### src/rtl/mat_ops_pkg.sv
// Shared definitions for the matrix-ops host and its controller: default
// geometry, RAM row offsets, go-flag location and host state encodings.
package mat_ops_pkg;

    localparam int DEF_DATA_LEN            = 32;
    localparam int DEF_M                   = 8;
    localparam int DEF_N                   = 8;
    localparam int DEF_K                   = 8;
    localparam int DEF_ADDRESS_SIZE        = 4;
    localparam int DEF_READ_A_ADDR_OFFSET  = 8;
    localparam int DEF_READ_B_ADDR_OFFSET  = 0;
    localparam int DEF_WRITE_B_ADDR_OFFSET = 8;

    // Word0 of RAM A row FLAG_ADDR is the go flag; the engine clears it when done.
    localparam int FLAG_ADDR = 0;
    localparam int FLAG_SET  = 1;

    localparam logic [3:0] ST_IDLE      = 4'd0;
    localparam logic [3:0] ST_LOAD_A    = 4'd1;
    localparam logic [3:0] ST_LOAD_B    = 4'd2;
    localparam logic [3:0] ST_SET_FLAG  = 4'd3;
    localparam logic [3:0] ST_POLL_REQ  = 4'd4;
    localparam logic [3:0] ST_POLL_CHK  = 4'd5;
    localparam logic [3:0] ST_POLL_WAIT = 4'd6;
    localparam logic [3:0] ST_RD_REQ    = 4'd7;
    localparam logic [3:0] ST_RD_CAP    = 4'd8;
    localparam logic [3:0] ST_RD_OUT    = 4'd9;
    localparam logic [3:0] ST_DONE      = 4'd10;

    typedef enum logic [3:0] {
        S_IDLE      = ST_IDLE,
        S_LOAD_A    = ST_LOAD_A,
        S_LOAD_B    = ST_LOAD_B,
        S_SET_FLAG  = ST_SET_FLAG,
        S_POLL_REQ  = ST_POLL_REQ,
        S_POLL_CHK  = ST_POLL_CHK,
        S_POLL_WAIT = ST_POLL_WAIT,
        S_RD_REQ    = ST_RD_REQ,
        S_RD_CAP    = ST_RD_CAP,
        S_RD_OUT    = ST_RD_OUT,
        S_DONE      = ST_DONE
    } host_state_e;

endpackage

### src/rtl/mat_ops_host_if.sv
// Host-side bus bundle: input row stream, result row stream and the second
// ports of RAM A and RAM B. master = host, slave = stream source/sink + RAMs.
interface mat_ops_host_if
    import mat_ops_pkg::*;
#(
    parameter int DATA_LEN     = DEF_DATA_LEN,
    parameter int N            = DEF_N,
    parameter int ADDRESS_SIZE = DEF_ADDRESS_SIZE
);
    localparam int W = DATA_LEN * N;

    logic                    i_in_valid;
    logic                    o_in_ready;
    logic [W-1:0]            i_in_data;
    logic                    o_out_valid;
    logic                    i_out_ready;
    logic [W-1:0]            o_out_data;
    logic [ADDRESS_SIZE-1:0] o_address_A;
    logic                    o_wr_en_A;
    logic [W-1:0]            o_write_data_A;
    logic [W-1:0]            i_read_data_A;
    logic [ADDRESS_SIZE-1:0] o_address_B;
    logic                    o_wr_en_B;
    logic [W-1:0]            o_write_data_B;
    logic [W-1:0]            i_read_data_B;

    modport master (
        input  i_in_valid, i_in_data, i_out_ready, i_read_data_A, i_read_data_B,
        output o_in_ready, o_out_valid, o_out_data,
        output o_address_A, o_wr_en_A, o_write_data_A,
        output o_address_B, o_wr_en_B, o_write_data_B
    );

    modport slave (
        output i_in_valid, i_in_data, i_out_ready, i_read_data_A, i_read_data_B,
        input  o_in_ready, o_out_valid, o_out_data,
        input  o_address_A, o_wr_en_A, o_write_data_A,
        input  o_address_B, o_wr_en_B, o_write_data_B
    );
endinterface

### src/rtl/mat_ops_row_reader.sv
// Result read-out datapath: row counter for the RAM B address, capture
// register for the 1-cycle-latency read data, and the valid/ready hold.
module mat_ops_row_reader #(
    parameter int DATA_LEN            = 32,
    parameter int N                   = 8,
    parameter int ADDRESS_SIZE        = 4,
    parameter int M                   = 8,
    parameter int WRITE_B_ADDR_OFFSET = 8
) (
    input  logic                       clk_i,
    input  logic                       rstn_i,
    input  logic                       cap_i,        // FSM in RD_CAP
    input  logic                       out_i,        // FSM in RD_OUT
    input  logic                       out_ready_i,
    input  logic [DATA_LEN*N-1:0]      rd_data_i,
    output logic [ADDRESS_SIZE-1:0]    addr_o,
    output logic                       out_valid_o,
    output logic [DATA_LEN*N-1:0]      out_data_o,
    output logic                       accept_o,
    output logic                       last_o
);
    logic [7:0]              rd_cnt_q;
    logic [DATA_LEN*N-1:0]   data_q;

    assign addr_o      = ADDRESS_SIZE'(WRITE_B_ADDR_OFFSET) + ADDRESS_SIZE'(rd_cnt_q);
    assign out_valid_o = out_i;
    assign out_data_o  = data_q;
    assign accept_o    = out_i & out_ready_i;
    assign last_o      = (rd_cnt_q == 8'(M - 1));

    // Capture the row while the RAM presents it; advance the row on accept.
    always_ff @(posedge clk_i or negedge rstn_i) begin
        if (!rstn_i) begin
            rd_cnt_q <= '0;
            data_q   <= '0;
        end else begin
            if (cap_i)
                data_q <= rd_data_i;
            if (accept_o)
                rd_cnt_q <= last_o ? 8'd0 : rd_cnt_q + 8'd1;
        end
    end
endmodule

### src/rtl/mat_ops_host.sv
// Host initiator for the matrix-ops engine: loads A and B rows into the RAMs,
// raises the go flag, polls it until cleared, then streams the M result rows.
// Optional macro MAT_OPS_HOST_TIMEOUT_EN bounds the polling phase.
module mat_ops_host
    import mat_ops_pkg::*;
#(
    parameter int DATA_LEN            = DEF_DATA_LEN,
    parameter int M                   = DEF_M,
    parameter int N                   = DEF_N,
    parameter int K                   = DEF_K,
    parameter int ADDRESS_SIZE        = DEF_ADDRESS_SIZE,
    parameter int READ_A_ADDR_OFFSET  = DEF_READ_A_ADDR_OFFSET,
    parameter int READ_B_ADDR_OFFSET  = DEF_READ_B_ADDR_OFFSET,
    parameter int WRITE_B_ADDR_OFFSET = DEF_WRITE_B_ADDR_OFFSET,
    parameter int POLL_GAP            = 4,
    parameter int TIMEOUT_CYCLES      = 4096
) (
    input  logic           i_clk,
    input  logic           i_rstn,
    input  logic           i_start,
    output logic           o_busy,
    mat_ops_host_if.master bus,
    output logic [3:0]     o_state,
    output logic           o_done,
    output logic           o_timeout
);
    localparam int W = DATA_LEN * N;

    host_state_e             state_q, state_d;
    logic [7:0]              row_cnt_q, row_cnt_d;
    logic [15:0]             gap_cnt_q, gap_cnt_d;
    logic                    in_ready, in_hs, flag_clear, polling, tmo_hit, timeout_q;
    logic                    wr_a, wr_b, rd_accept, rd_last;
    logic [ADDRESS_SIZE-1:0] addr_a, addr_b, rd_addr;
    logic [W-1:0]            wdata_a, wdata_b;
    logic                    unused_rd_a;

    assign in_ready    = (state_q == S_LOAD_A) || (state_q == S_LOAD_B);
    assign in_hs       = bus.i_in_valid & in_ready;
    assign flag_clear  = (bus.i_read_data_A[DATA_LEN-1:0] == '0);
    assign polling     = (state_q == S_POLL_REQ) || (state_q == S_POLL_CHK) ||
                         (state_q == S_POLL_WAIT);
    assign unused_rd_a = ^bus.i_read_data_A[W-1:DATA_LEN];

`ifdef MAT_OPS_HOST_TIMEOUT_EN
    logic [31:0] poll_cnt_q, poll_cnt_d;
    logic        timeout_d;

    // poll_cnt holds cycles elapsed since SET_FLAG, so DONE lands exactly
    // TIMEOUT_CYCLES cycles after the flag write.
    assign tmo_hit = polling && (poll_cnt_q == 32'(TIMEOUT_CYCLES - 1));

    // Poll budget counter and sticky timeout flag.
    always_comb begin
        poll_cnt_d = poll_cnt_q;
        timeout_d  = timeout_q;
        if (state_q == S_SET_FLAG)
            poll_cnt_d = 32'd1;
        else if (polling)
            poll_cnt_d = poll_cnt_q + 32'd1;
        if (state_q == S_IDLE && i_start)
            timeout_d = 1'b0;
        else if (tmo_hit)
            timeout_d = 1'b1;
    end

    // Timeout state registers.
    always_ff @(posedge i_clk or negedge i_rstn) begin
        if (!i_rstn) begin
            poll_cnt_q <= '0;
            timeout_q  <= 1'b0;
        end else begin
            poll_cnt_q <= poll_cnt_d;
            timeout_q  <= timeout_d;
        end
    end
`else
    localparam int unused_timeout_cycles = TIMEOUT_CYCLES;
    assign tmo_hit   = 1'b0;
    assign timeout_q = 1'b0;
`endif

    // Next-state logic and combinational RAM port drive.
    always_comb begin
        state_d   = state_q;
        row_cnt_d = row_cnt_q;
        gap_cnt_d = gap_cnt_q;
        wr_a      = 1'b0;
        wr_b      = 1'b0;
        addr_a    = '0;
        addr_b    = '0;
        wdata_a   = '0;
        wdata_b   = '0;
        case (state_q)
            S_IDLE:      if (i_start) state_d = S_LOAD_A;
            S_LOAD_A: if (in_hs) begin
                wr_a    = 1'b1;
                addr_a  = ADDRESS_SIZE'(READ_A_ADDR_OFFSET) + ADDRESS_SIZE'(row_cnt_q);
                wdata_a = bus.i_in_data;
                if (row_cnt_q == 8'(M - 1)) begin
                    row_cnt_d = '0;
                    state_d   = S_LOAD_B;
                end else begin
                    row_cnt_d = row_cnt_q + 8'd1;
                end
            end
            S_LOAD_B: if (in_hs) begin
                wr_b    = 1'b1;
                addr_b  = ADDRESS_SIZE'(READ_B_ADDR_OFFSET) + ADDRESS_SIZE'(row_cnt_q);
                wdata_b = bus.i_in_data;
                if (row_cnt_q == 8'(K - 1)) begin
                    row_cnt_d = '0;
                    state_d   = S_SET_FLAG;
                end else begin
                    row_cnt_d = row_cnt_q + 8'd1;
                end
            end
            S_SET_FLAG: begin
                wr_a    = 1'b1;
                addr_a  = ADDRESS_SIZE'(FLAG_ADDR);
                wdata_a = W'(FLAG_SET);
                state_d = S_POLL_REQ;
            end
            S_POLL_REQ: begin
                addr_a  = ADDRESS_SIZE'(FLAG_ADDR);
                state_d = S_POLL_CHK;
            end
            S_POLL_CHK: begin
                gap_cnt_d = '0;
                if (flag_clear)      state_d = S_RD_REQ;
                else if (POLL_GAP == 0) state_d = S_POLL_REQ;
                else                 state_d = S_POLL_WAIT;
            end
            S_POLL_WAIT: begin
                if (gap_cnt_q == 16'(POLL_GAP - 1)) state_d = S_POLL_REQ;
                else gap_cnt_d = gap_cnt_q + 16'd1;
            end
            S_RD_REQ: begin
                addr_b  = rd_addr;
                state_d = S_RD_CAP;
            end
            S_RD_CAP:    state_d = S_RD_OUT;
            S_RD_OUT:    if (rd_accept) state_d = rd_last ? S_DONE : S_RD_REQ;
            S_DONE:      state_d = S_IDLE;
            default:     state_d = S_IDLE;
        endcase
        if (tmo_hit)
            state_d = S_DONE;
    end

    // FSM and load-counter registers.
    always_ff @(posedge i_clk or negedge i_rstn) begin
        if (!i_rstn) begin
            state_q   <= S_IDLE;
            row_cnt_q <= '0;
            gap_cnt_q <= '0;
        end else begin
            state_q   <= state_d;
            row_cnt_q <= row_cnt_d;
            gap_cnt_q <= gap_cnt_d;
        end
    end

    mat_ops_row_reader #(
        .DATA_LEN(DATA_LEN), .N(N), .ADDRESS_SIZE(ADDRESS_SIZE), .M(M),
        .WRITE_B_ADDR_OFFSET(WRITE_B_ADDR_OFFSET)
    ) u_reader (
        .clk_i(i_clk), .rstn_i(i_rstn),
        .cap_i(state_q == S_RD_CAP), .out_i(state_q == S_RD_OUT),
        .out_ready_i(bus.i_out_ready), .rd_data_i(bus.i_read_data_B),
        .addr_o(rd_addr), .out_valid_o(bus.o_out_valid), .out_data_o(bus.o_out_data),
        .accept_o(rd_accept), .last_o(rd_last)
    );

    assign bus.o_in_ready     = in_ready;
    assign bus.o_address_A    = addr_a;
    assign bus.o_wr_en_A      = wr_a;
    assign bus.o_write_data_A = wdata_a;
    assign bus.o_address_B    = addr_b;
    assign bus.o_wr_en_B      = wr_b;
    assign bus.o_write_data_B = wdata_b;
    assign o_busy             = (state_q != S_IDLE);
    assign o_state            = state_q;
    assign o_done             = (state_q == S_DONE);
    assign o_timeout          = timeout_q;
endmodule

### src/flat_wrapper.sv
// flat-port wrapper written by rule: the top's interface ports become plain ports
module mat_ops_host_flat import mat_ops_pkg::*;
#(
    parameter int DATA_LEN            = DEF_DATA_LEN,
    parameter int M                   = DEF_M,
    parameter int N                   = DEF_N,
    parameter int K                   = DEF_K,
    parameter int ADDRESS_SIZE        = DEF_ADDRESS_SIZE,
    parameter int READ_A_ADDR_OFFSET  = DEF_READ_A_ADDR_OFFSET,
    parameter int READ_B_ADDR_OFFSET  = DEF_READ_B_ADDR_OFFSET,
    parameter int WRITE_B_ADDR_OFFSET = DEF_WRITE_B_ADDR_OFFSET,
    parameter int POLL_GAP            = 4,
    parameter int TIMEOUT_CYCLES      = 4096
)
  (i_clk, i_rstn, i_start, o_busy, o_state, o_done, o_timeout, bus_i_in_valid, bus_i_in_data, bus_i_out_ready, bus_i_read_data_A, bus_i_read_data_B, bus_o_in_ready, bus_o_out_valid, bus_o_out_data, bus_o_address_A, bus_o_wr_en_A, bus_o_write_data_A, bus_o_address_B, bus_o_wr_en_B, bus_o_write_data_B);
  mat_ops_host_if #(.DATA_LEN(DATA_LEN), .N(N), .ADDRESS_SIZE(ADDRESS_SIZE)) bus_i ();
  input  logic i_clk;
  input  logic i_rstn;
  input  logic i_start;
  output logic o_busy;
  output logic [3:0] o_state;
  output logic o_done;
  output logic o_timeout;
  input wire logic [$bits(bus_i.i_in_valid)-1:0] bus_i_in_valid;
  input wire logic [$bits(bus_i.i_in_data)-1:0] bus_i_in_data;
  input wire logic [$bits(bus_i.i_out_ready)-1:0] bus_i_out_ready;
  input wire logic [$bits(bus_i.i_read_data_A)-1:0] bus_i_read_data_A;
  input wire logic [$bits(bus_i.i_read_data_B)-1:0] bus_i_read_data_B;
  output wire logic [$bits(bus_i.o_in_ready)-1:0] bus_o_in_ready;
  output wire logic [$bits(bus_i.o_out_valid)-1:0] bus_o_out_valid;
  output wire logic [$bits(bus_i.o_out_data)-1:0] bus_o_out_data;
  output wire logic [$bits(bus_i.o_address_A)-1:0] bus_o_address_A;
  output wire logic [$bits(bus_i.o_wr_en_A)-1:0] bus_o_wr_en_A;
  output wire logic [$bits(bus_i.o_write_data_A)-1:0] bus_o_write_data_A;
  output wire logic [$bits(bus_i.o_address_B)-1:0] bus_o_address_B;
  output wire logic [$bits(bus_i.o_wr_en_B)-1:0] bus_o_wr_en_B;
  output wire logic [$bits(bus_i.o_write_data_B)-1:0] bus_o_write_data_B;
  assign bus_i.i_in_valid = bus_i_in_valid;
  assign bus_i.i_in_data = bus_i_in_data;
  assign bus_i.i_out_ready = bus_i_out_ready;
  assign bus_i.i_read_data_A = bus_i_read_data_A;
  assign bus_i.i_read_data_B = bus_i_read_data_B;
  assign bus_o_in_ready = bus_i.o_in_ready;
  assign bus_o_out_valid = bus_i.o_out_valid;
  assign bus_o_out_data = bus_i.o_out_data;
  assign bus_o_address_A = bus_i.o_address_A;
  assign bus_o_wr_en_A = bus_i.o_wr_en_A;
  assign bus_o_write_data_A = bus_i.o_write_data_A;
  assign bus_o_address_B = bus_i.o_address_B;
  assign bus_o_wr_en_B = bus_i.o_wr_en_B;
  assign bus_o_write_data_B = bus_i.o_write_data_B;
  mat_ops_host #(.DATA_LEN(DATA_LEN), .M(M), .N(N), .K(K), .ADDRESS_SIZE(ADDRESS_SIZE), .READ_A_ADDR_OFFSET(READ_A_ADDR_OFFSET), .READ_B_ADDR_OFFSET(READ_B_ADDR_OFFSET), .WRITE_B_ADDR_OFFSET(WRITE_B_ADDR_OFFSET), .POLL_GAP(POLL_GAP), .TIMEOUT_CYCLES(TIMEOUT_CYCLES)) u_core (.i_clk(i_clk), .i_rstn(i_rstn), .i_start(i_start), .o_busy(o_busy), .bus(bus_i), .o_state(o_state), .o_done(o_done), .o_timeout(o_timeout));
endmodule
### config.mk
export PLATFORM = sky130hd
export DESIGN_NAME = mat_ops_host_flat
export DESIGN_NICKNAME = d
export VERILOG_FILES = /design/src/rtl/mat_ops_pkg.sv /design/src/rtl/mat_ops_host_if.sv /design/src/rtl/mat_ops_row_reader.sv /design/src/rtl/mat_ops_host.sv /design/src/flat_wrapper.sv
export SDC_FILE = /design/constraint.sdc
export NUM_CORES = 1
export LEC_CHECK = 0
export ABC_AREA = 0
export CORE_AREA = 2 2 610 612
export CTS_CLUSTER_SIZE = 20
export DETAILED_ROUTE_END_ITERATION = 10
export DIE_AREA = 0 0 612 614
export PLACE_DENSITY = 0.3
export SYNTH_ARGS = -nofsm -noshare
export SYNTH_HDL_FRONTEND = slang
export SYNTH_SLANG_ARGS = --single-unit
export TNS_END_PERCENT = 30
### constraint.sdc
create_clock -name i_clk -period 1.75 [get_ports i_clk]
set_input_delay 0.175 -clock i_clk [delete_from_list [all_inputs] [get_ports i_clk]]
set_output_delay 0.175 -clock i_clk [all_outputs]
set_load 0.05 [all_outputs]
==> results of run 1 <==
-- cells by family (layout without fill, tap and decap cells) --
kind of cell / count (synthesis) / in the layout / synth area share, %
simple gates: 631 / 631 / 25.7
flops: 292 / 292 / 48.7
mux: 257 / 257 / 19.3
buf+inv: 104 / 1675 / 3.13
compound gates: 40 / 40 / 1.70
xor+xnor: 20 / 20 / 1.17
fa+ha+maj: 3 / 3 / 0.250
other cells: 1 / 34 / 0.0250
-- final cells by class --
type | instances | area, um2
tap | 4972 | 6220
timing repair buffer | 1597 | 22100
clock inverter | 9 | 119
multi-input combinational | 952 | 8220
antenna | 33 | 82.6
sequential | 292 | 7310
clock buffer | 59 | 1130
fill | 41900 | 325000
inverter | 10 | 37.5
-- path summary, 6_finish.rpt --
kind	to	slack, ps	depth (start not counted)
max	bus_o_write_data_A[49]	-1030	8
min	u_core.u_reader.out_data_o[161]$_DFFE_PN0P_	80	2
max reg2reg	u_core.o_state[0]$_DFFE_PN0P_	-400	10
min reg2reg	u_core.u_reader.rd_cnt_q[7]$_DFFE_PN0P_	480	1
max in group asynchronous	u_core.u_reader.out_data_o[27]$_DFFE_PN0P_	900	3
min in group i_clk	u_core.u_reader.out_data_o[9]$_DFFE_PN0P_	150	2
-- placed cells by master, fill, tap and decap left out, types with 8 or more instances in the layout --
master	Yosys	layout
clkdlybuf4s50_1	0	637
buf_12	0	617
buf_4	2	288
dfrtp_1	292	288
and2_4	0	272
mux2_2	257	257
and2_2	0	201
clkbuf_16	0	48
and2_1	517	44
diode_2	0	33
nor2_1	26	25
nand2_1	23	23
buf_16	0	19
nor4_1	15	14
xnor2_1	13	13
nand4_1	12	12
clkbuf_1	35	12
a21oi_1	11	11
o21ai_0	11	11
nand3_1	10	10
buf_8	0	10
inv_1	9	9
buf_6	0	9
clkbuf_8	0	8
-- metrics by stage --
stage / std cells / instance area, um2
4_1_cts: 7886 / 44900
3_3_place_gp: 7763 / 42100
3_5_place_dp: 7763 / 42100
2_1_floorplan: 1348 / 15700
6_report: 7924 / 45200
5_1_grt: 7916 / 45200
-- worst max-delay path, delay by kind of cell, from the launching register on --
kind | cells | cell delay [ps]
and+or+nand+nor | 3 | 800
buffers and inverters | 5 | 720
DFF | 1 | 400
-- metal layers --
| layer | vias to the layer above | GRT usage [%] | part of all wire (%) |
|---|---|---|---|
| li1 | 7617 | - | - |
| met1 | 8603 | 8.95 | 30 |
| met2 | 907 | 21.7 | 59 |
| met3 | 227 | 2.83 | 6.6 |
| met4 | 8 | 4.42 | 4.4 |
| met5 | - | 0 | 0.028 |
-- power breakdown --
| part | switching (mW) | leakage, nW | internal (mW) |
|---|---|---|---|
| clock network | 3.56 | 0.611 | 4.65 |
| logic | 28.3 | 13.3 | 19.3 |
| registers | 1.95 | 3.83 | 9.90 |
| total | 33.8 | 17.7 | 33.9 |
-- repair_timing --
action	in CTS	in global routing
hold endpoints to repair	292	0
hold buffers	2	0
gates resized for setup	221	84
pin swaps	12	7
gates cloned	23	9
endpoints found under the setup margin	900	909
setup buffers	33	4
-- flip-flops by register name, summed over array words and instances (netlist names) --
signal,flops
u_core.u_reader.out_data_o,256
u_core.row_cnt_q,8
u_core.o_state,4
u_core.gap_cnt_q,16
u_core.u_reader.rd_cnt_q,8
==> results by group, run 1 <==
Critical path
  • Reg2Reg Launch Point: u_core.o_state[2]$_DFFE_PN0P_
  • Most used cell, CP: buf_12
  • Crit. Startpoint: u_core.o_state[3]$_DFFE_PN0P_
  • CP startpoint kind: flip-flop
  • Critical path fanouts, max: 7
  • Worst EP required: 1570 ps
  • CP Class: flip-flop to output pin
  • Crit end category: output pin
  • Worst path cell trace: or3_4 > nor3b_4 > buf_12 > buf_16 > buf_12 > buf_8 > and2_4 > buf_12
  • Critical-path cell with the highest stage delay: or3_4
  • CP max stage delay: 420 ps
  • Data arrival, critical path: 2600 ps

Floorplan
  • Core Region: 0.370 mm2
  • Die extent in y: 614 um
  • Starting Density: 4.05%
  • FP Rows: 224
  • Die X: 612 um
  • Die area: 0.376 mm2
  • # IOs: 1,560

Synthesis
  • Ys flop type: dfrtp_1
  • Asr flop ratio synth: 100%
  • Syn avg cell area: 11.1 um2
  • Yosys top cell area share: 48.7%
  • Register area share after synthesis: 48.7%
  • #FFs+latches synth: 292
  • Most area-consuming cells after synthesis: dfrtp_1 49%, and2_1 22%, mux2_2 19%, buf_2 1.2%, clkbuf_1 0.88%
  • Top post-synthesis cells by count: 517 x and2_1, 292 x dfrtp_1, 257 x mux2_2, 35 x buf_2, 35 x clkbuf_1
  • Syn Inst Count: 1,348
  • Yosys warnings: 0
  • Syn_nets: 2,124
  • Post-synth top area cell: dfrtp_1
  • Syn Std Cell Area: 0.0150 mm2
  • Post-synth EDFFs: 0
  • Synth cell types: 41
  • Top-count cell post-synth: and2_1

Timing
  • Final setup margin: -1030 ps
  • Clock Skew: 41.2 ps
  • Setup TNS: -546,330 ps
  • Hold slack: 82.1 ps
  • Slew margin rel.: 51.1%
  • RSZ-0062 raised after global routing: true
  • Pins over their slew limit: 0
  • Highest clock rate: 360 MHz
  • Final setup viols: 899
  • Worst slew pin tran: 731 ps
  • Final Hold Viols: 0
  • Tmin final: 2780 ps
  • Period utilization: 159%

Hold path
  • Hold Crit Class: primary input to async pin

Global routing
  • Initial antenna violation count: 104
  • Number of global-route vias before repair: 18,600
  • Aggregate global-route resource usage: 10.4%
  • Gr ovfl total: 0
  • Largest net degree at the start of global routing: 61
  • First-pass GRT wire length: 244 mm

CTS
  • CTS Buf Count: 39
  • Clock Sinks: 292
  • Clock Pin Slew Worst Setup and Hold Paths: 60 ps
  • CTS Buffer Depth: 3
  • H-tree Lvls: 2
  • CTS Root Buffer Type: clkbuf_16
  • CTS tree: yes
  • Worst-skew pair later-pin latency: 630 ps

Power and ir drop
  • LEAKAGE: 17.7 nW
  • P per Cell Area: 1500 mW/mm2
  • VDD IR-drop max: 889 uV
  • Total power: 67.7 mW

Routing
  • Final wirelength: 204 mm
  • Detail Route Antenna Nets: 0
  • Total number of vias: 17,400
  • Via density: 2.19
  • Starting DRT DRC Count: 575
  • DRT Pass-1 Iters: 4
  • # DRC: 0
  • Wire per inst: 25.8 um

Layout
  • Layout Nets: 3,668
  • Final core occ: 12.2%
  • Share of layout cells above drive strength 1: 60.5%
  • Layout Area Growth over Synthesis: 202%

Status
  • Violated checks: setup timing
  • Status: complete, but fails checks

Flow run
  • Max-cap violations: 0

Placement
  • Placer Congestion: 0.888
  • Post-Place Worst Slack: -626 ps
  • I/O Buffers: 1,334
  • Post-DP HPWL: 177 mm
No activity file was read; power rests on OpenSTA's default activity.
==> inputs of run 2 (changes only) <==
--- a/constraint.sdc
+++ b/constraint.sdc
@@ -3,2 +3,2 @@
 set_output_delay 0.175 -clock i_clk [all_outputs]
-set_load 0.05 [all_outputs]
+set_load 0.02 [all_outputs]
==> results by group, run 2 (same netlist as run 1, synthesis figures left out) <==
Placement
  • Post-DP HPWL: 166 mm
  • Post-Place Worst Slack: -922 ps
  • I/O Buffers: 1,334
  • Placer Congestion: 0.833
  • Cells after DPL: 7,787

Critical path
  • Worst path cell trace: or3_4 > nor3b_4 > buf_6 > buf_16 > buf_12 > buf_16 > buf_12 > and2_4 > buf_6
  • Crit end category: output pin
  • Critical path fanouts, max: 8
  • CP startpoint kind: flip-flop
  • CP max stage delay: 410 ps
  • CP Buf/Inv Count: 6
  • Critical path's top delay family: buffers and inverters
  • Worst EP required: 1570 ps
  • Critical-path cell with the highest stage delay: dfrtp_2
  • Data arrival, critical path: 2650 ps
  • CP Class: flip-flop to output pin

Power and ir drop
  • Clock power frac: 16.0%
  • P per Cell Area: 1290 mW/mm2
  • Seq pwr share: 21.3%
  • Comb pwr share: 62.7%
  • LEAKAGE: 16.9 nW
  • Cell Int Power: 32.3 mW
  • VDD IR-drop max: 889 uV
  • Net Sw Power: 22.3 mW
  • Sw frac: 40.8%

Global routing
  • Number of global-route vias before repair: 18,000
  • Largest net degree at the start of global routing: 85
  • First-pass GRT wire length: 229 mm
  • Aggregate global-route resource usage: 9.62%
  • Gr ovfl total: 0
  • Initial antenna violation count: 114

CTS
  • CTS Buffer Depth: 3
  • CTS tree: yes
  • Clock Pin Slew Worst Setup and Hold Paths: 60 ps
  • Clock Sinks: 292
  • H-tree Lvls: 2
  • CTS Root Buffer Type: clkbuf_16
  • Worst-skew pair later-pin latency: 610 ps
  • CTS Buf Count: 39

Timing
  • Slew margin rel.: 62.8%
  • Worst slew pin tran: 557 ps
  • RSZ-0062 raised after global routing: true
  • Tmin final: 2830 ps
  • Highest clock rate: 354 MHz
  • Period utilization: 161%
  • Final Hold Viols: 0
  • Final setup viols: 913
  • Clock Skew: 17.7 ps
  • Pins over their slew limit: 0
  • Hold slack: 80.9 ps
  • Final setup margin: -1080 ps

Flow run
  • Max-cap violations: 0

Routing
  • Wire per inst: 24.5 um
  • Total number of vias: 17,700
  • # DRC: 0
  • Via density: 2.21
  • DRT Pass-1 Iters: 5
  • Starting DRT DRC Count: 656
  • Detail Route Antenna Nets: 0
  • Final wirelength: 197 mm

Floorplan
  • Die area: 0.376 mm2
  • # IOs: 1,560
  • Die extent in y: 614 um
  • Die X: 612 um
  • FP Rows: 224
  • Core Region: 0.370 mm2
  • Starting Density: 4.05%

Layout
  • Finished Layout Cells: 8,032
  • Commonest non-fill, non-tap cells in the layout: 803 x clkdlybuf4s50_1, 316 x buf_4, 306 x and2_2, 291 x buf_12, 290 x dfrtp_1
  • Register Area: 0.00731 mm2
  • Area of the multi-input gates: 0.00790 mm2
  • Layout Nets: 3,724
  • Layout Area Growth over Synthesis: 182%
  • Max FFs per register: 256
  • Share of layout cells above drive strength 1: 51.7%
  • Most common cell after layout, fill and taps aside: clkdlybuf4s50_1
  • Fill cells: 42,300

Status
  • Violated checks: setup timing
  • Status: complete, but fails checks

Hold path
  • Hold Crit Class: primary input to async pin
run 2: cell count changes in the layout (fill, tap and decap cells not counted), sizes merged:
| cell | previous run | this run |
|---|---|---|
| buf | 943 | 738 |
| bufbuf | 6 | 0 |
| bufinv | 1 | 4 |
| clkbuf | 68 | 100 |
| clkdlybuf4s15 | 0 | 9 |
| clkdlybuf4s50 | 637 | 803 |
| clkinvlp | 0 | 2 |
| diode | 33 | 82 |
| dlygate4sd2 | 0 | 59 |
| dlygate4sd3 | 2 | 1 |
run 2: worst reg2reg max path: cells and delay by family (launching register included):
| kind | cells | cell delay, ps |
|---|---|---|
| buffers and inverters | 2 | 320 |
| AO/OA/AOI/OAI | 1 | 150 |
| AND/OR/NAND/NOR | 4 | 1130 |
| flip-flops | 1 | 400 |
run 2: power by group through the flow:
stage	Sequential (mW)	Combinational [mW]	Clock (mW)
floorplan	15.3	8.40	0
detailed placement	11.8	32.1	0
CTS	11.7	32.9	9.29
global route	12.1	35.9	9.47
global placement	11.7	32.2	0
finish	11.6	34.2	8.71
run 2: worst paths after layout:
check                                                   startpoint                                          end  slack [ps]  cells after the start
min                                                         i_rstn  u_core.u_reader.out_data_o[132]$_DFFE_PN0P_          80                      2
max reg2reg                          u_core.o_state[3]$_DFFE_PN0P_             u_core.gap_cnt_q[12]$_DFFE_PN0P_        -320                      7
max                                  u_core.o_state[2]$_DFFE_PN0P_                      bus_o_write_data_A[244]       -1080                      9
min in group i_clk                           bus_i_read_data_B[36]   u_core.u_reader.out_data_o[36]$_DFFE_PN0P_         170                      2
min reg2reg                u_core.u_reader.rd_cnt_q[7]$_DFFE_PN0P_      u_core.u_reader.rd_cnt_q[7]$_DFFE_PN0P_         500                      1
max in group asynchronous                                   i_rstn    u_core.u_reader.out_data_o[4]$_DFFE_PN0P_         880                      3
run 2: timing repair:
action | CTS | global route
endpoints found under the setup margin | 1052 | 1063
hold endpoints to repair | 292 | 0
resized for setup | 589 | 749
cloned | 13 | 29
hold buffers | 1 | 0
setup buffers | 12 | 39
pin swaps | 3 | 37
run 2: layout make-up:
class                   instances  area share, %
diodes                         82          0.486
clock inverters                14          0.474
multi-input cells             952           18.7
repair buffers               1653           45.5
flip-flops and latches        292           17.3
inverters                      10         0.0888
well taps                    4972           14.7
clock buffers                  57           2.71
run 2: per-layer routing:
metal,up-vias,wire length [um],track usage (%)
met3,256,16900,3.60
met1,8756,63100,8.92
li1,7782,-,-
met4,30,8650,3.71
met5,-,200,0
met2,894,108000,18.8
run 2: stage by stage:
stage	util, %	TNS, ps	area [um2]	total power [mW]
2_1_floorplan	-	-136870	15500	23.7
3_3_place_gp	10.6	-369000	39300	43.9
3_5_place_dp	10.6	-381400	39300	43.9
4_1_cts	11.1	-649230	41000	53.9
5_1_grt	11.4	-628240	42200	57.5
6_report	11.4	-505560	42300	54.5
==> edit 1: new RTL, flow settings as in run 1 <==
The option `MAT_OPS_HOST_TIMEOUT_EN` is turned on by a define.
--- a/src/rtl/mat_ops_host.sv
+++ b/src/rtl/mat_ops_host.sv
@@ -1,6 +1,8 @@
 // Host initiator for the matrix-ops engine: loads A and B rows into the RAMs,
 // raises the go flag, polls it until cleared, then streams the M result rows.
 // Optional macro MAT_OPS_HOST_TIMEOUT_EN bounds the polling phase.
+`define MAT_OPS_HOST_TIMEOUT_EN
+
 module mat_ops_host
     import mat_ops_pkg::*;
 #(
Function: not settled (the Yosys comparison gave no result); the edit may change what the design does.
==> edit 1 against run 1 <==
The flow still finishes with violations (setup timing); sequential cell count rose by 33; cell count rose by 2.5%; synthesized area increased by 12%; die area stayed put; power is 0.81% lower; worst setup slack gained 0.18 ns; via count rose by 6.9%; maximum frequency is 6.8% higher; design area up 2.5%; wire length fell by 7.6%; critical endpoint is now bus_o_write_data_A[172].
==> edit 1: results <==
metrics = {
    "cts": {
        "hold_buffers": 1,
        "clock_latency_ns": 0.61,
        "ctsResizeCount": 54,
        "post_cts_buffers": 14,
        "cts_made_buffers": 43,
    },
    "outcome": {
        "violations": "setup timing",
        "status": "finished, violations left",
    },
    "final_layout": {
        "layout-drive-gt1-share": 0.584,
        "fillers": 41800,
        "fin_util": 0.125,
        "nets": 3852,
    },
    "synthesis": {
        "yosysUniqueCellTypes": 60,
        "synth_commonest_cells": "and2_1 (516), dfrtp_1 (325), mux2_2 (235)",
        "synth_area_leaders": "dfrtp_1 (48%), and2_1 (19%), mux2_2 (16%)",
        "seq_area_frac_synth": 0.484,
        "yosys.area_share.xor_xnor": 0.0271,
        "synth_mux_area_frac": 0.172,
        "avgSynthCellArea_sq_um": 11.1,
        "synth_compound_area_frac": 0.0162,
        "synth_nets": 2296,
        "synth_adder_area_share": 0.00298,
    },
    "sta": {
        "setup_slack_ns": -0.853,
        "setup_viol": 937,
        "fin_worst_skew_ns": 0.0309,
        "timing.max_slew.rel_slack": 0.420,
    },
    "route": {
        "num_vias": 18600,
        "vias_per_cell": 2.28,
        "drt_iter0_markers": 516,
        "wl_per_cell_um": 23.2,
    },
    "placement": {
        "dpl.hpwl_mm": 169,
        "place_ws_ns": -0.912,
        "place_inst": 7975,
        "buffer_ports.inserted": 1335,
        "placed_area_sq_mm": 0.0441,
        "gp_congestion": 0.931,
    },
    "global_routing": {
        "track_usage": 0.0956,
        "grt_pass1_wl_mm": 230,
        "grt_antenna_before_repair": 171,
        "grt_max_degree": 66,
    },
    "worst_setup_path": {
        "path_delay_family": "buffers and inverters",
        "cp.arrival_ns": 2.43,
        "crit_slowest_cell": "dfrtp_2",
        "crit_path_max_fanout": 15,
        "max_stage_delay_ns": 0.41,
    },
    "pwr": {
        "clkPwrFrac": 0.134,
        "sequentialPower_mw": 12.6,
        "vdd_drop_max_mv": 0.958,
        "power.total_mw": 67.2,
        "p_switching_mw": 32.9,
        "leakage_nw": 17.7,
    },
}
## edit 1: cell types whose count changed in the layout (fill, tap and decap cells not counted), sizes merged, moves of 12 or more
cell   before  now
and3        4   16
buf       943  965
dfrtp     292  325
diode      33   46
nand2      23   36
nand3      10   28
nor2       26   57
xor2        7   35
## edit 1: kinds of logic (layout without fill, tap and decap cells)
logic type | count (synthesis) | after routing
other | 0 | 46
and+or+nand+nor | 737 | 737
adders and majority gates | 4 | 4
muxes | 256 | 256
buffers and inverters | 106 | 1692
xor gates and xnor gates | 52 | 52
DFF | 325 | 325
AOI/OAI and AO/OA | 39 | 39
## edit 1: cell type report
class | instances | share of cell area
inverters | 6 | 0.000486
diodes | 46 | 0.00248
clock inverters | 9 | 0.00262
repair buffers | 1611 | 0.464
well taps | 4972 | 0.134
flip-flops and latches | 325 | 0.176
clock buffers | 66 | 0.0275
multi-input cells | 1088 | 0.194
## edit 1: layer usage
| metal | track usage | up-vias | wire (um) |
|---|---|---|---|
| li1 | - | 8215 | - |
| met1 | 0.0818 | 9007 | 56800 |
| met3 | 0.0392 | 294 | 17000 |
| met4 | 0.0274 | 78 | 5200 |
| met5 | 0 | - | 545 |
| met2 | 0.197 | 967 | 109000 |
## edit 1: path summary, 6_finish.rpt
path / start / end / slack, ns / cells after the start
worst min register to register: u_core.row_cnt_q[7] / u_core.row_cnt_q[7] / 0.48 / 1
min in group i_clk: bus_i_read_data_B[129] / u_core.u_reader.out_data_o[129] / 0.18 / 2
worst max register to register: u_core.o_state[1] / u_core.u_reader.out_data_o[136] / -0.55 / 8
worst max-delay path: u_core.o_state[0] / bus_o_write_data_A[172] / -0.85 / 8
max in group asynchronous: i_rstn / u_core.o_state[3] / 0.80 / 3
worst min-delay path: i_rstn / u_core.u_reader.out_data_o[61] / 0.03 / 2
==> edit 2: new RTL, flow settings as in run 1 <==
Without the edit above. Put a register stage on the output `o_timeout`, cleared by the reset. The value now appears one clock later. The other outputs are not delayed to match.
--- a/src/rtl/mat_ops_host.sv
+++ b/src/rtl/mat_ops_host.sv
@@ -182,6 +182,12 @@
     assign o_busy             = (state_q != S_IDLE);
     assign o_state            = state_q;
     assign o_done             = (state_q == S_DONE);
-    assign o_timeout          = timeout_q;
+    always_ff @(posedge i_clk or negedge i_rstn) begin
+        if (!i_rstn) begin
+            o_timeout <= '0;
+        end else begin
+            o_timeout <= timeout_q;
+        end
+    end
 endmodule
 
Function: not settled (the Yosys comparison gave no result); the edit may change what the design does.
==> edit 2 against run 1 <==
Synthesized area hardly changed; worst setup slack better by 0.051 ns; wire length is 6.3% lower; combinational power is 1% lower; sequential cell count stayed put; cell count hardly changed; count of clock-buffer cells in the layout is 8 lower; design area is 0.67% lower; largest cell class unchanged; power is 1.0% lower; the run still ends with setup timing left.
==> edit 2: results <==
metrics = {
    "final_layout": {
        "layout.cells.non_filler": 7920,
        "nets": 3650,
        "layout-drive-gt1-share": 0.597,
    },
    "sta": {
        "setup_tns_ns": -562.24,
        "fin_worst_skew_ns": 0.0379,
        "setup_slack_ns": -0.979,
        "setup_viol": 910,
    },
    "synthesis": {
        "synth_commonest_cells": "and2_1 (518), dfrtp_1 (292), mux2_2 (255)",
        "yosysUniqueCellTypes": 48,
        "synth_nets": 2119,
        "seq_area_frac_synth": 0.487,
        "synthCells": 1343,
        "synth_area_leaders": "dfrtp_1 (49%), and2_1 (22%), mux2_2 (19%)",
    },
    "global_routing": {
        "grt_antenna_before_repair": 150,
        "grt_pass1_vias": 17800,
        "grt_max_degree": 54,
        "grt_pass1_wl_mm": 226,
    },
    "route": {
        "m1WireLength_mm": 57.4,
        "vias_per_cell": 2.18,
        "drt_iter0_markers": 649,
        "met2_length_mm": 114,
        "drt_first_pass_iters": 5,
        "wl_per_cell_um": 24.2,
    },
    "pwr": {
        "p_switching_mw": 33.2,
        "leakage_nw": 17.6,
        "vdd_drop_max_mv": 1.02,
    },
    "outcome": {
        "status": "finished, violations left",
        "violations": "setup timing",
    },
    "worst_setup_path": {
        "path_delay_family": "buffers and inverters",
        "cp.arrival_ns": 2.55,
    },
    "placement": {
        "place_ws_ns": -0.734,
        "dpl.hpwl_mm": 167,
    },
    "cts": {
        "clock_latency_ns": 0.61,
        "cts_made_buffers": 38,
    },
}
==> edit 2: cell count changes after synthesis, moves of 4 or more <==
cell	before	now
a21oi_1	11	4
buf_4	2	6
clkbuf_1	35	53
clkbuf_2	22	2
inv_1	9	4
or3_1	7	2
xor2_1	7	14
==> edit 2: cell type report <==
class | instances | area, sq um
inverters | 4 | 15.0
repair buffers | 1586 | 21900
flip-flops and latches | 292 | 7310
multi-input cells | 952 | 8140
diodes | 49 | 123
well taps | 4972 | 6220
clock inverters | 14 | 178
clock buffers | 51 | 1070
fillers | 41800 | 325000
==> edit 2: final timing paths <==
check,to,slack (ns),cells past startpoint
max,bus_o_write_data_A[104],-0.98,9
min,u_core.u_reader.out_data_o[173],0.08,2
max reg2reg,u_core.u_reader.out_data_o[67],-0.41,6
min reg2reg,u_core.u_reader.rd_cnt_q[7],0.47,1
max in group asynchronous,u_core.u_reader.out_data_o[21],0.98,4
min in group i_clk,u_core.u_reader.out_data_o[134],0.17,2
==> edit 2: routing by layer <==
metal,up-vias,GRT usage
li1,7555,-
met1,8473,0.0826
met2,860,0.203
met3,289,0.0272
met4,72,0.0319
met5,-,0
==> edit 2: cell families after synthesis <==
logic type | Yosys count | share of synthesized area
AO/OA/AOI/OAI | 25 | 0.0105
XOR/XNOR | 24 | 0.0140
adder cells (fa/ha/maj) | 4 | 0.00317
buffers and inverters | 99 | 0.0293
flip-flops | 292 | 0.487
multiplexers | 259 | 0.194
other | 1 | 0.000250
AND/OR/NAND/NOR | 639 | 0.262
==> edit 2: timing repair <==
item,4_1_cts,5_1_grt
hold buffers,1,0
setup endpoints to repair,911,916
gates cloned,10,18
gates resized for setup,82,138
pin swaps,7,32
setup buffers,15,9
endpoints found under the hold margin,180,0
==> edit 2: power by group through the flow <==
stage / registers, mW / clock network, mW / logic, mW
finish: 11.8 / 8.12 / 47.1
global route: 12.3 / 8.81 / 48.8
CTS: 11.9 / 8.60 / 47.1
detailed placement: 12.0 / 0 / 45.9
global placement: 11.9 / 0 / 46.0
floorplan: 22.1 / 0 / 12.6
==> edit 2: per-stage QoR <==
stage	total power, mW	hold WS [ns]	instance area (sq um)
after floorplan	34.7	-0.121	15600
after global placement	57.9	0.126	42200
after global routing	69.9	0.0778	44900
after detailed placement	57.9	0.100	42200
after CTS	67.6	0.0385	44100
final	67.0	0.0821	44900
